==> config.mk <==
export PLATFORM = sky130hd
export DESIGN_NAME = mult_seq_n
export DESIGN_NICKNAME = d
export VERILOG_FILES = /design/src/rtl/mult_seq_n.sv
export SDC_FILE = /design/constraint.sdc
export NUM_CORES = 1
export LEC_CHECK = 0
export CORE_MARGIN = 1
export CORE_UTILIZATION = 50
export DETAILED_ROUTE_END_ITERATION = 8
export DONT_BUFFER_PORTS = 1
export GPL_TIMING_DRIVEN = 0
export PLACE_DENSITY = 0.65
export SLEW_MARGIN = 40
export SYNTH_ARGS = -nofsm -noshare
export SYNTH_HDL_FRONTEND = slang
export SYNTH_SLANG_ARGS = --single-unit
==> constraint.sdc <==
create_clock -name Clk -period 2.7 [get_ports Clk]
set_input_delay 0.405 -clock Clk [delete_from_list [all_inputs] [get_ports Clk]]
set_output_delay 0.405 -clock Clk [all_outputs]
set_load 0.1 [all_outputs]
==> src/rtl/mult_seq_n.sv <==
// Sequential add-shift multiplier, W-bit signed or unsigned operands, 2W-bit product in {Aval,Bval}.
// One ADD and one SHIFT state per multiplier bit; Run acts on its rising edge only.
module mult_seq_n #(
  parameter int W = 8
) (
  input  logic         Clk,
  input  logic         Reset,
  input  logic         Run,
  input  logic         ClearA_LoadB,
  input  logic         Signed_Mode,
  input  logic [W-1:0] Din,
  output logic [W-1:0] Aval,
  output logic [W-1:0] Bval,
  output logic         X,
  output logic         Busy,
  output logic         Done
);

  localparam int CW = (W > 2) ? $clog2(W) : 1;
  localparam logic [CW-1:0] LAST = CW'(W - 1);

  typedef enum logic [1:0] {IDLE, ADD, SHIFT, DONE} state_t;

  state_t        state_q, state_d;
  logic [W-1:0]  a_q, a_d;
  logic [W-1:0]  b_q, b_d;
  logic [W-1:0]  s_q, s_d;
  logic          x_q, x_d;
  logic [CW-1:0] cnt_q, cnt_d;
  logic          mode_q, mode_d;
  logic          run_q, run_d;

  logic               start;
  logic signed [W:0]  a_ext;
  logic signed [W:0]  s_ext;
  logic signed [W:0]  sum;

  assign start = Run & ~run_q;
  assign a_ext = mode_q ? {a_q[W-1], a_q} : {1'b0, a_q};
  assign s_ext = mode_q ? {s_q[W-1], s_q} : {1'b0, s_q};
  // The last multiplier bit carries negative weight in two's complement.
  assign sum   = (mode_q && (cnt_q == LAST)) ? (a_ext - s_ext) : (a_ext + s_ext);

  always_comb begin
    state_d = state_q;
    a_d     = a_q;
    b_d     = b_q;
    s_d     = s_q;
    x_d     = x_q;
    cnt_d   = cnt_q;
    mode_d  = mode_q;
    run_d   = Run;
    case (state_q)
      IDLE, DONE: begin
        if (ClearA_LoadB) begin
          a_d     = '0;
          x_d     = 1'b0;
          b_d     = Din;
          state_d = IDLE;
        end else if (start) begin
          a_d     = '0;
          x_d     = 1'b0;
          s_d     = Din;
          mode_d  = Signed_Mode;
          cnt_d   = '0;
          state_d = ADD;
        end
      end
      ADD: begin
        if (b_q[0]) {x_d, a_d} = sum;
        state_d = SHIFT;
      end
      SHIFT: begin
        x_d = mode_q & x_q;
        a_d = {x_q, a_q[W-1:1]};
        b_d = {a_q[0], b_q[W-1:1]};
        if (cnt_q == LAST) begin
          state_d = DONE;
        end else begin
          cnt_d   = cnt_q + CW'(1);
          state_d = ADD;
        end
      end
      default: state_d = IDLE;
    endcase
  end

  // Run_q resets high so a Run held through reset is not seen as an edge.
  always_ff @(posedge Clk or posedge Reset) begin
    if (Reset) begin
      state_q <= IDLE;
      a_q     <= '0;
      b_q     <= '0;
      s_q     <= '0;
      x_q     <= 1'b0;
      cnt_q   <= '0;
      mode_q  <= 1'b0;
      run_q   <= 1'b1;
    end else begin
      state_q <= state_d;
      a_q     <= a_d;
      b_q     <= b_d;
      s_q     <= s_d;
      x_q     <= x_d;
      cnt_q   <= cnt_d;
      mode_q  <= mode_d;
      run_q   <= run_d;
    end
  end

  assign Aval = a_q;
  assign Bval = b_q;
  assign X    = x_q;
  assign Busy = (state_q == ADD) || (state_q == SHIFT);
  assign Done = (state_q == DONE);

endmodule

Yosys cells after proc, flatten, opt, wreduce, memory -nomap -nowiden
Index checks and enable logic that the tools add are counted.

storage, ports and cells
  memory bits (read-only) = 0
  register bits = 32
  logic and storage cells = 55
  output and inout port bits = 19
  bits in writable memories = 0
  memories = 0
  latch bits = 0
  bits of input ports = 13

cells by class
  bitwise operators = 4
  multiply operators = 0
  add/sub/neg operators = 3
  mux-type cells = 21
  reductions and logical operators = 9
  shifts and indexed selects = 0
  order comparisons = 0
  divide/modulo/power cells = 0
  equal/unequal tests = 10

operators by type and width
  operator             count
  $mux 8               4
  $mux 9               3
  $pmux 8 s3           1
  $pmux 8 s2           1
  $ne 2x2->1 const B   5
  $add 9x9->9          1
  $mux 3               3
  $sub 9x9->9          1
  $mux 2               3
  $pmux 2 s3           1
  $pmux 3 s2           1
  $eq 2x2->1 const B   2
  $reduce_and 2->1     2
  $reduce_and 4->1     1
  $add 3x1->3 const B  1
  $eq 3x3->1 const B   1
  $mux 1               3
  $ne 3x3->1 const B   1
  $pmux 1 s3           1
  $reduce_and 3->1     1
  $and 1x1->1          2
  $eq 2x1->1 const B   1
  $logic_not 2->1      1
  $not 1->1            2
  4 further kinds      4

Logic depth before layout (Yosys ltp)
  depth after elaboration = 5
  mapped depth = 11
  gate-level depth less buffers = 11

Worst setup path after synthesis
OpenSTA, ideal clock, no wires.

  path kind = reg2reg
  from = register cnt_q[0]
  to = register a_q[7], in the netlist Aval[7]
  arrival time = 2.523 ns
  required time = 2.604 ns
  stages on the path, launching flop included = 11
  path slack = 0.080 ns
  period minus slack after synthesis = 2.620 ns
  buffers on the path = 0
  library setup time = 0.096 ns
  path through = dfrtp_1 > ha_1 > ha_1 > nand2_1 > mux2i_1 > ha_1 > nor2b_1 > o211a_1 > o211a_1 > o31a_1 > o31ai_1

between the ends
  cells in the longest elaborated chain, start to end = 5

ends and longest elaborated chain
  item                    line  text
  from (decl)             29    logic [CW-1:0] cnt_q, cnt_d;
  from (signal assigned)  105   cnt_q <= cnt_d;
  $eq 3x3->1              42    assign sum = (mode_q && (cnt_q == LAST)) ? (a_ext - s_ext) : (a_ext + s_ext);
  $logic_and 1x1->1       42
  $mux 9                  42
  $mux 8                  70    if (b_q[0]) {x_d, a_d} = sum;
  $pmux 8 s3              53    case (state_q)
  to (signal assigned)    92    a_q <= '0;
  to (signal assigned)    101   a_q <= a_d;
  to (decl)               25    logic [W-1:0] a_q, a_d;

Every way passes these cells. The select of a mux whose other input is x is not followed.
A chain may end at the register's enable or synchronous reset.

Worst setup path after layout
  from = register s_q[1]
  to = register a_q[7], in the netlist Aval[7]

between the ends
  cells in the longest elaborated chain, start to end = 5
  elaborated cells on any way between the ends = 6
  those cells by class = add/sub (2); mux (4)

ends and longest elaborated chain
  item                                        line  text
  from (decl)                                 27    logic [W-1:0] s_q, s_d;
  from (signal assigned)                      94    s_q <= '0;
  from (signal assigned)                      103   s_q <= s_d;
  $mux 9 *                                    40    assign s_ext = mode_q ? {s_q[W-1], s_q} : {1'b0, s_q};
  $add 9x9->9 or $sub 9x9->9 (tied branches)  42
  $mux 9 *                                    42
  $mux 8 *                                    70
  $pmux 8 s3 *                                53

Every way passes the cells marked *; elsewhere a longest branch is shown, timed or not. The select of a mux whose other input is x is not followed.

==> insert_results.sql <==
INSERT INTO impl_metrics (metric_group, metric, value, unit) VALUES
('synthesis', 'netlist.top_cell.by_area', 'sky130_fd_sc_hd__dfrtp_1', ''),
('sta', 'unrepaired_setup_endpoints_after_global_routing', 'yes', ''),
('die', 'core.rowCount', '22', ''),
('critical_path', 'cp_data_required_time', '2900', 'ps'),
('synthesis', 'sequential_to_total_area_share_from_yosys_stat', '0.390', ''),
('critical_path', 'critPathArrivalTime', '2880', 'ps'),
('clocking', 'cts_htree_levels', '2', ''),
('placement', 'gp_routability_congestion', '0.889', ''),
('critical_path', 'timing.critical_path.from', 's_q[1]', ''),
('critical_path', 'timing.rr.end', 'Aval[7]', ''),
('hold_path', 'holdCritPathClass', 'input pin to asynchronous set/reset pin', ''),
('finish', 'number_of_nets_in_the_final_layout', '264', ''),
('synthesis', 'synth_edf_count', '0', ''),
('critical_path', 'crit-reg2reg-launch', 's_q[1]', ''),
('run_status', 'outcome', 'finished, final reports clean', ''),
('critical_path', 'worstPathCellList', 'inv_2 > ha_2 > or3b_4 > o31ai_4 > xor2_1 > ha_1 > and2_4 > a32o_2 > o31a_1 > o31ai_1', ''),
('critical_path', 'cp_class', 'register to register', ''),
('clocking', 'cts.sinks', '32', ''),
('synthesis', 'synth_flop_cell', 'sky130_fd_sc_hd__dfrtp_1', ''),
('clocking', 'cts_hold_repair.buffers', '0', ''),
('synthesis', 'syn_inst', '220', ''),
('synthesis', 'ys_ff_latch', '32', ''),
('placement', 'placed_cells_incl_taps', '268', ''),
('sta', 'worst_clk_skew', '12.2', 'ps'),
('synthesis', 'netlist.area_leader.share', '0.377', ''),
('critical_path', 'crit_buf_inv', '1', ''),
('die', 'floorplan.die_area', '4380', 'µm²'),
('synthesis', 'synth_cell_type_count', '49', ''),
('die', 'floorplan.initialDensity', '0.542', ''),
('job', 'maxCapViolCount', '0', ''),
('die', 'floorplan.die.width', '66.2', 'µm'),
('clocking', 'clk_pin_slew', '80', 'ps'),
('synthesis', 'post_synth_most_frequent_cells', 'sky130_fd_sc_hd__dfrtp_1, sky130_fd_sc_hd__nand2_1, sky130_fd_sc_hd__a21oi_1', ''),
('sta', 'slew_violations', '0', ''),
('critical_path', 'start_kind', 'register', ''),
('drt', 'via_per_inst', '6.27', ''),
('synthesis', 'synth_async_sr_flop_share', '1.00', ''),
('synthesis', 'synth.net_count', '248', ''),
('clocking', 'number_of_buffers_added_by_the_clock_tree_synthesis_step', '5', ''),
('die', 'floorplan.io_pins', '32', ''),
('drt', 'firstDrtPassIters', '5', ''),
('critical_path', 'end_kind', 'register', ''),
('synthesis', 'ys_warn_count', '0', ''),
('finish', 'flow.area_growth_from_synthesis', '14.8', '%'),
('critical_path', 'cp_max_fo', '3', ''),
('critical_path', 'worst_path_dominant_cell_family', 'compound AO/OA/AOI/OAI gates', ''),
('drt', 'num_vias', '1788', ''),
('sta', 'max_freq', '0.374', 'GHz'),
('die', 'chipHeight', '66.2', 'µm'),
('grt', 'number_of_global_route_vias_before_repair', '1718', ''),
('placement', 'hpwlAfterDp', '3.76', 'mm'),
('critical_path', 'slowest_delay', '410', 'ps'),
('grt', 'pin_count_of_the_biggest_net_entering_global_routing', '33', ''),
('clocking', 'tritoncts', 'done', ''),
('drt', 'route.antenna.remaining_nets', '0', ''),
('placement', 'placedInstanceArea', '2140', 'µm²'),
('critical_path', 'setup.reg_to_reg.worst_slack', '30', 'ps'),
('sta', 'timing.final.ws_setup', '25.5', 'ps'),
('critical_path', 'cp_slowest_cell', 'sky130_fd_sc_hd__or3b_4', ''),
('synthesis', 'synth_top_cells_by_area', 'sky130_fd_sc_hd__dfrtp_1, sky130_fd_sc_hd__ha_1, sky130_fd_sc_hd__nand2_1', ''),
('drt', 'wl_per_cell', '18.9', 'µm'),
('finish', 'drive_gt1_frac', '0.266', ''),
('synthesis', 'post_synth_instance_area', '2060', 'µm²'),
('drt', 'drc', '0', ''),
('finish', 'utilization', '0.622', ''),
('placement', 'number_of_buffers_inserted_by_port_buffering', '0', ''),
('clocking', 'clk_latency', '300', 'ps'),
('synthesis', 'synth_most_common_cell', 'sky130_fd_sc_hd__dfrtp_1', ''),
('synthesis', 'avgSynthCellArea', '9.36', 'µm²'),
('finish', 'antenna_cells', '0', ''),
('grt', 'grt_antenna_before_repair', '0', '');
routing by layer:
metal,wire length [µm],track usage,up-vias
li1,-,-,851
met1,2230,0.318,852
met2,2640,0.440,68
met3,370,0.0759,17
met4,144,0.117,0
met5,0,0,-
repair_timing:
item                                    CTS  global route
gates resized for setup                   7             8
pin swaps                                 3             7
endpoints found under the setup margin    5             4
setup buffers                             3             6
sequential cells by signal (all words and copies together), names as in the netlist:
signal,flops
Aval,8
Bval,8
s_q,8
cnt_q,3
state_q,2
X,1
mode_q,1
run_q,1
final cells by class:
cell class	count	area, µm²
Buffer	6	26.3
Clock buffer	6	82.6
Clock inverter	2	10.0
Fill cell	313	1440
Inverter	13	48.8
Multi-Input combinational cell	169	1240
Sequential cell	32	823
Tap cell	48	60.1
Timing Repair Buffer	9	67.6
cell usage in the layout (no fill, tap or decap), types with 6 or more instances in the layout:
cell type	instances
sky130_fd_sc_hd__ha_1	10
sky130_fd_sc_hd__o22ai_1	13
sky130_fd_sc_hd__inv_1	8
sky130_fd_sc_hd__nor2_1	12
sky130_fd_sc_hd__o21ai_0	14
sky130_fd_sc_hd__buf_4	9
sky130_fd_sc_hd__o31ai_1	8
sky130_fd_sc_hd__a21oi_1	16
sky130_fd_sc_hd__dfrtp_1	14
sky130_fd_sc_hd__mux2_2	6
sky130_fd_sc_hd__clkbuf_8	6
sky130_fd_sc_hd__dfrtp_2	17
sky130_fd_sc_hd__nand2_1	22
sky130_fd_sc_hd__xor2_1	7
stage by stage:
step / hold slack, ps / TNS (ps)
final: 95.2 / 0
after global routing: 90.4 / -34.8
after CTS: 100 / 0
after detailed placement: 410 / -667
after global placement: 410 / -441
after floorplan: 409 / 0
worst max path at each step:
stage	endpoint	slack [ps]	cells after the start
global placement	Aval[7]	-200	10
CTS	Aval[7]	7	10
floorplan	Aval[7]	80	10
detailed placement	Aval[7]	-250	10
global route	Aval[7]	-30	10
finish	Aval[7]	30	10
cell families (layout without fill, tap and decap cells):
logic type	count (synthesis)	after routing	share of synthesized area
AO/OA/AOI/OAI	78	78	0.255
flip-flops	32	32	0.390
XOR/XNOR	8	8	0.0340
buffers and inverters	19	36	0.0365
adder cells (fa/ha/maj)	15	15	0.0948
multiplexers	9	9	0.0480
AND/OR/NAND/NOR	59	59	0.142
Power is left out: the tool's default activity adds up to more than one toggle a clock period on the data nets, which glitch-free logic cannot reach.
